**config.mk**
```make
export PLATFORM = sky130hd
export DESIGN_NAME = mc_control_fsm
export DESIGN_NICKNAME = d
export VERILOG_FILES = /design/src/rtl/mc_control_fsm.sv
export SDC_FILE = /design/constraint.sdc
export NUM_CORES = 1
export LEC_CHECK = 0
export BUFFER_PORTS_ARGS = -buffer_cell sky130_fd_sc_hd__buf_2
export CAP_MARGIN = 5
export CORE_MARGIN = 3
export CORE_UTILIZATION = 45
export CTS_BUF_LIST = sky130_fd_sc_hd__clkbuf_4 sky130_fd_sc_hd__clkbuf_8
export DETAILED_ROUTE_END_ITERATION = 10
export PLACE_DENSITY = 0.88
export SYNTH_ARGS = -nofsm -noshare
export SYNTH_HDL_FRONTEND = slang
export SYNTH_SLANG_ARGS = --single-unit
```
**constraint.sdc**
```tcl
create_clock -name clk -period 2.9 [get_ports clk]
set_clock_uncertainty 0.05 [all_clocks]
set_input_delay 0.58 -clock clk [delete_from_list [all_inputs] [get_ports clk]]
set_output_delay 0.58 -clock clk [all_outputs]
set_load 0.02 [all_outputs]
```
**src/rtl/mc_control_fsm.sv**
```systemverilog
// mc_control_fsm: multicycle MIPS control unit.
// Moore FSM sequencing the shared datapath through fetch, decode, execute,
// memory and writeback steps. Outputs are decoded combinationally from the
// current state, with zero and mem_ready as the only extra terms. op and funct
// are also used, but they come from the instruction register and are stable
// for the whole instruction.
// Ports:
//   clk, reset (async, active-low)
//   op, funct  - opcode / function fields from the instruction register
//   zero       - ALU zero flag; mem_ready - memory handshake
//   memwrite, iord, irwrite, pcen, regwrite, memtoreg, regdst, alusrca,
//   alusrcb[1:0], pcsrc[1:0], alucontrol[2:0] - datapath controls
//   illegal_op - pulse in DECODE for an unsupported op
//   state[3:0] - current state (debug)
`timescale 1ns/1ps
module mc_control_fsm #(
    parameter bit EN_BNE      = 1'b1,
    parameter bit EN_MEMREADY = 1'b1
) (
    input  logic       clk,
    input  logic       reset,
    input  logic [5:0] op,
    input  logic [5:0] funct,
    input  logic       zero,
    input  logic       mem_ready,
    output logic       memwrite,
    output logic       iord,
    output logic       irwrite,
    output logic       pcen,
    output logic       regwrite,
    output logic       memtoreg,
    output logic       regdst,
    output logic       alusrca,
    output logic [1:0] alusrcb,
    output logic [1:0] pcsrc,
    output logic [2:0] alucontrol,
    output logic       illegal_op,
    output logic [3:0] state
);

    localparam int unsigned STATE_W = 4;
    localparam int unsigned OP_W    = 6;
    localparam int unsigned ALU_W   = 3;

    localparam logic [OP_W-1:0] OP_RTYPE = 6'b000000;
    localparam logic [OP_W-1:0] OP_LW    = 6'b100011;
    localparam logic [OP_W-1:0] OP_SW    = 6'b101011;
    localparam logic [OP_W-1:0] OP_BEQ   = 6'b000100;
    localparam logic [OP_W-1:0] OP_BNE   = 6'b000101;
    localparam logic [OP_W-1:0] OP_ADDI  = 6'b001000;
    localparam logic [OP_W-1:0] OP_J     = 6'b000010;

    localparam logic [ALU_W-1:0] ALU_ADD = 3'b010;
    localparam logic [ALU_W-1:0] ALU_SUB = 3'b110;
    localparam logic [ALU_W-1:0] ALU_AND = 3'b000;
    localparam logic [ALU_W-1:0] ALU_OR  = 3'b001;
    localparam logic [ALU_W-1:0] ALU_SLT = 3'b111;

    typedef enum logic [STATE_W-1:0] {
        S_FETCH   = 4'd0,
        S_DECODE  = 4'd1,
        S_MEMADR  = 4'd2,
        S_MEMRD   = 4'd3,
        S_MEMWB   = 4'd4,
        S_MEMWR   = 4'd5,
        S_RTYPEEX = 4'd6,
        S_RTYPEWB = 4'd7,
        S_BEQEX   = 4'd8,
        S_ADDIEX  = 4'd9,
        S_ADDIWB  = 4'd10,
        S_JEX     = 4'd11,
        S_BNEEX   = 4'd12
    } state_e;

    state_e state_q, state_d;
    logic   mem_rdy;

    // Without the handshake, memory always completes in one cycle.
    assign mem_rdy = mem_ready | ~EN_MEMREADY;
    assign state   = STATE_W'(state_q);

    // State register
    always_ff @(posedge clk or negedge reset) begin
        if (!reset) begin
            state_q <= S_FETCH;
        end else begin
            state_q <= state_d;
        end
    end

    // Next state and datapath controls; everything stays 0 while reset is low
    always_comb begin
        state_d    = S_FETCH;
        memwrite   = 1'b0;
        iord       = 1'b0;
        irwrite    = 1'b0;
        pcen       = 1'b0;
        regwrite   = 1'b0;
        memtoreg   = 1'b0;
        regdst     = 1'b0;
        alusrca    = 1'b0;
        alusrcb    = 2'b00;
        pcsrc      = 2'b00;
        alucontrol = 3'b000;
        illegal_op = 1'b0;

        if (reset) begin
            case (state_q)
                S_FETCH: begin
                    alusrcb    = 2'b01;
                    alucontrol = ALU_ADD;
                    irwrite    = mem_rdy;
                    pcen       = mem_rdy;
                    state_d    = mem_rdy ? S_DECODE : S_FETCH;
                end
                S_DECODE: begin
                    // Precompute the branch target into ALUOut
                    alusrcb    = 2'b11;
                    alucontrol = ALU_ADD;
                    case (op)
                        OP_LW, OP_SW: state_d = S_MEMADR;
                        OP_RTYPE:     state_d = S_RTYPEEX;
                        OP_BEQ:       state_d = S_BEQEX;
                        OP_ADDI:      state_d = S_ADDIEX;
                        OP_J:         state_d = S_JEX;
                        OP_BNE: begin
                            if (EN_BNE) begin
                                state_d = S_BNEEX;
                            end else begin
                                illegal_op = 1'b1;
                            end
                        end
                        default:      illegal_op = 1'b1;
                    endcase
                end
                S_MEMADR: begin
                    alusrca    = 1'b1;
                    alusrcb    = 2'b10;
                    alucontrol = ALU_ADD;
                    if (op == OP_LW) begin
                        state_d = S_MEMRD;
                    end else if (op == OP_SW) begin
                        state_d = S_MEMWR;
                    end
                end
                S_MEMRD: begin
                    iord    = 1'b1;
                    state_d = mem_rdy ? S_MEMWB : S_MEMRD;
                end
                S_MEMWB: begin
                    regwrite = 1'b1;
                    memtoreg = 1'b1;
                end
                S_MEMWR: begin
                    iord     = 1'b1;
                    memwrite = 1'b1;
                    state_d  = mem_rdy ? S_FETCH : S_MEMWR;
                end
                S_RTYPEEX: begin
                    alusrca = 1'b1;
                    case (funct)
                        6'b100010: alucontrol = ALU_SUB;
                        6'b100100: alucontrol = ALU_AND;
                        6'b100101: alucontrol = ALU_OR;
                        6'b101010: alucontrol = ALU_SLT;
                        default:   alucontrol = ALU_ADD;
                    endcase
                    state_d = S_RTYPEWB;
                end
                S_RTYPEWB: begin
                    regwrite = 1'b1;
                    regdst   = 1'b1;
                end
                S_BEQEX, S_BNEEX: begin
                    alusrca    = 1'b1;
                    alucontrol = ALU_SUB;
                    pcsrc      = 2'b01;
                    pcen       = (state_q == S_BEQEX) ? zero : ~zero;
                end
                S_ADDIEX: begin
                    alusrca    = 1'b1;
                    alusrcb    = 2'b10;
                    alucontrol = ALU_ADD;
                    state_d    = S_ADDIWB;
                end
                S_ADDIWB: begin
                    regwrite = 1'b1;
                end
                S_JEX: begin
                    pcsrc = 2'b10;
                    pcen  = 1'b1;
                end
                default: state_d = S_FETCH;
            endcase
        end
    end

endmodule

```
## Word level (Yosys, flattened, before mapping)

Cells that the tools add are included.
W data, S select, Z words.

- Flip-flop bits (word level): 4
- Input port bits: 16
- Output and inout bits: 20
- Word-level logic and storage cells: 69

- Equal/unequal tests: 22
- Multiplexer cells: 35
- Bitwise operators: 1
- Reductions and logical operators: 10

Operator list:

| cell | count |
|---|---|
| $eq A6 B6 Y1 const B | 6 |
| $pmux W4 S7 | 1 |
| $pmux W4 S6 | 1 |
| $eq A4 B4 Y1 const B | 5 |
| $mux W1 | 20 |
| $eq A4 B3 Y1 const B | 4 |
| $mux W3 | 5 |
| $eq A6 B3 Y1 const B | 2 |
| $pmux W3 S4 | 1 |
| $pmux W3 S3 | 1 |
| $eq A4 B2 Y1 const B | 2 |
| $reduce_or A2 Y1 | 4 |
| $reduce_or A7 Y1 | 1 |
| $eq A6 B2 Y1 const B | 1 |
| $eq A6 B4 Y1 const B | 1 |
| $logic_not A6 Y1 | 1 |
| $pmux W2 S3 | 1 |
| $reduce_or A5 Y1 | 1 |
| $eq A4 B1 Y1 const B | 1 |
| $logic_not A4 Y1 | 1 |
| $mux W2 | 2 |
| $mux W4 | 1 |
| $pmux W2 S2 | 1 |
| $reduce_or A4 Y1 | 1 |
| 3 further kinds | 3 |

## Depth between registers and ports, before layout

- Word-level depth: 5
- Gate-level depth with buffers: 6
- Mapped depth without buffers: 4

## Worst setup path after synthesis

No wires, ideal clock.

- Path type: input to output
- From: input port funct[4]
- To: output port alucontrol[2]
- Arrival: 1695 ps
- Data required time: 2270 ps
- Setup slack: 575 ps
- Stages on the path: 4
- Buffers on the path: 0
- Path through: nand2b_1 -> nor4b_1 -> a31oi_1 -> nor3b_1

- Word-level cells in the longest chain between the ends: 4
- Elaborated cells on any way between the ends: 7
- Classes of those cells: eq/ne (4); mux (3)

Ends and longest elaborated chain:

| what | RTL line | RTL |
|---|---|---|
| start: declaration | 23 | `input logic [5:0] funct,` |
| $eq A6 B6 Y1 | 161 | `case (funct)` |
| $pmux W3 S4 * | 161 |  |
| $pmux W3 S3 * | 108 | `case (state_q)` |
| $mux W3 * | 107 | `if (reset) begin` |
| end: declaration | 36 | `output logic [2:0] alucontrol,` |

Mark *: on every way between the ends. The rest lies on a longest branch, timed or not.

## Worst setup path in the final report

- From: register state_q[2] (netlist: state[2])
- To: output port alucontrol[2]

- Word-level cells in the longest chain between the ends: 4
- Elaborated cells on any way between the ends: 11
- Classes of those cells: eq/ne (6); mux (2); reduce/logical (3)

Ends and longest elaborated chain:

| what | RTL line | RTL |
|---|---|---|
| start: declaration | 75 | `state_e state_q, state_d;` |
| start signal: assignment | 87 | `state_q <= state_d;` |
| $eq A4 B2 Y1, or another cell as far along | 108 |  |
| $reduce_or A4 Y1 (no source line) / $reduce_or A2 Y1 (equally long branches) | n/a |  |
| $pmux W3 S3 * | 108 |  |
| $mux W3 * | 107 |  |

Marks and branches as above.

==> summary.md <==
| Metric | Value |
|---|---|
| CP bufs+invs | 1 |
| Crit path depth | 4 |
| R2r setup slk | 1.14 ns |
| First-pass GRT wire length | 3256 µm |
| Area leader, netlist | dfrtp_1 |
| Avg Inst Size Synth | 6.752 µm² |
| Netlist Area Pre-Place | 681.9 µm² |
| Routed Antenna Nets | 0 |
| Max-slew headroom | 0.6164 |
| CTS clk-pin slew, worst paths | 0.04 ns |
| IO buf count | 35 |
| Post-synth top area share | 0.1468 |
| Power per standard cell area | 230.7 nW/µm² |
| Hold Crit Class | primary input to async pin |
| Setup violations, final | 0 |
| Fin crit share | 0.8333 |
| Die height | 44.93 µm |
| DRC violations left | 0 |
| Worst Setup End Kind | primary output |
| Largest net degree at the start of global routing | 19 |
| FFs w/ async S/R, synth | 1.000 |
| Max-cap violations | 0 |
| R2R Path Start | state[1] |
| CP cell instances | nor2b_1 > a31oi_1 > nor3b_1 > buf_2 |
| CP top delay family | flip-flops |
| Critical path's slowest cell | dfrtp_1 |
| Routability cong. | 0.8360 |
| Final hold vios | 0 |
| HPWL after DPL | 1463 µm |
| Max stage delay on crit path | 0.65 ns |
| Overflow after GRT | 0 |
| FMAX | 0.4138 GHz |
| Final std cell area, no fill | 848.3 µm² |
| RSZ-0062 raised after global routing | no |
| Worst Path Max Fanout | 15 |
| CTS tree | yes |
| Most common cell in the synthesized netlist | nor2_1 |
| Setup Buffers After CTS | 0 |
| Worst r2r path cells | 4 |
| Worst hold slack | 0.1691 ns |
| WL/cell | 13.94 µm |
| Antenna fix cells | 0 |
| Worst path arrival time | 1.79 ns |
| Worst setup margin | 0.4835 ns |
| Post_cts resized | 0 |
| Cts bufs inserted | 3 |
| CP startpoint | state[2] |
| Vias in the first global route | 744 |
| Peak VDD IR | 0.1374 mV |
| Leak Pwr | 0.3906 nW |
| Critical Path Start Type | flop |
| Vias | 874 |
| WL final | 2021 µm |
| Clock Path Buffers | 2 |
| Overall Power | 0.1957 mW |
| Syn nets | 117 |
| Status | finished, final reports clean |
| EDFF count, synth | 0 |
| Die X | 44.93 µm |
| Synth Warn # | 0 |
| Synth cell types | 44 |
| Layout Cells excl Fill | 145 |
| H-tree depth | 1 |
| Slew @ Worst Pin | 0.5754 ns |
| CTS Root Cell | clkbuf_4 |
| Final setup TNS | 0 ns |
| Ratio of cells with drive above 1 in the final layout | 0.3462 |
| FF+latch count, synth | 4 |
| GR Util All Layers | 0.2082 |
| Area growth syn-to-layout | 24.40% |
| Placed cell areas | 825.8 µm² |
| Synth Flop Type | dfrtp_1 |
| Final-stage net count | 148 |
| Floorplan row count | 13 |
| Kind of critical path | flop to primary output |
| Final core occ | 0.6209 |
| Clk Latency, worst-skew pair | 0.23 ns |
| Max reg flops | 4 |
| Via-to-Cell Ratio | 6.028 |
| Crit path time final | 2.417 ns |
| Initial DRC count | 37 |
| Io pins | 36 |
| Sequential area share after synthesis | 0.1468 |
| Synth top cells by count | 12 x nor2_1, 8 x nand2_1, 5 x a211oi_1, 5 x a31oi_1, 5 x nor3_1 |
| Post-CTS Hold Buffers | 0 |
| Initial Util | 0.4991 |
| Core area | 1366 µm² |
| Full die area | 2018 µm² |
| Mapped Cells | 101 |
| Synth area leaders | dfrtp_1 15%, nor2_1 6.6%, a211oi_1 5.5% |
| Router iterations before antenna repair | 5 |
| Placed cells | 142 |
| Clock sinks | 4 |
| Post-place setup slack | 0.5417 ns |
| Initial antenna violation count | 0 |
| Critical path data required time | 2.27 ns |
| Slew Viols, Final | 0 |
metal layers:
metal | up-vias | wire [µm] | global-route usage
met5 | - | 0 | 0
met1 | 392 | 838 | 0.2778
met2 | 52 | 999 | 0.3390
met4 | 0 | 0 | 0.07018
li1 | 430 | - | -
met3 | 0 | 183 | 0.03187
cell families (layout without fill, tap and decap cells):
family                 Yosys count  after routing  synth area share
buffers and inverters           14             43            0.1009
flip-flops                       4              4            0.1468
AO/OA/AOI/OAI                   31             31            0.3174
multiplexers                     1              1           0.01468
XOR/XNOR                         3              3           0.03854
AND/OR/NAND/NOR                 48             48            0.3817
area by class of cell:
cell class                      instances  area (µm²)
Multi-Input combinational cell         83       513.0
Sequential cell                         4       100.1
Fill cell                             137       518.0
Inverter                                5       18.77
Clock buffer                            3       22.52
Timing Repair Buffer                   35       175.2
Tap cell                               15       18.77
report_power, final:
group | leakage, nW | switching (mW) | internal (mW)
Sequential | 0.0550 | 0.00486 | 0.0572
Combinational | 0.322 | 0.0407 | 0.0266
Clock | 0.0138 | 0.0202 | 0.0461
placed cells by master, fill, tap and decap left out, types with 3 or more instances in the layout:
master,instances
buf_2,35
nand3_1,3
nand2_1,8
dfrtp_1,4
a211oi_1,5
a31oi_1,5
clkbuf_4,3
a21oi_1,4
nor3b_1,3
inv_2,3
nor2_1,12
nor3_1,5
nand2b_1,3
nor2b_1,3
worst paths after layout:
kind                                 endpoint
worst min register to register       state[1]
worst max register to register       state[0]
worst min-delay path                 state[0]
min in group clk                     state[2]
worst max-delay path            alucontrol[2]
max in group asynchronous            state[2]
(Power assumes the default switching activity.)
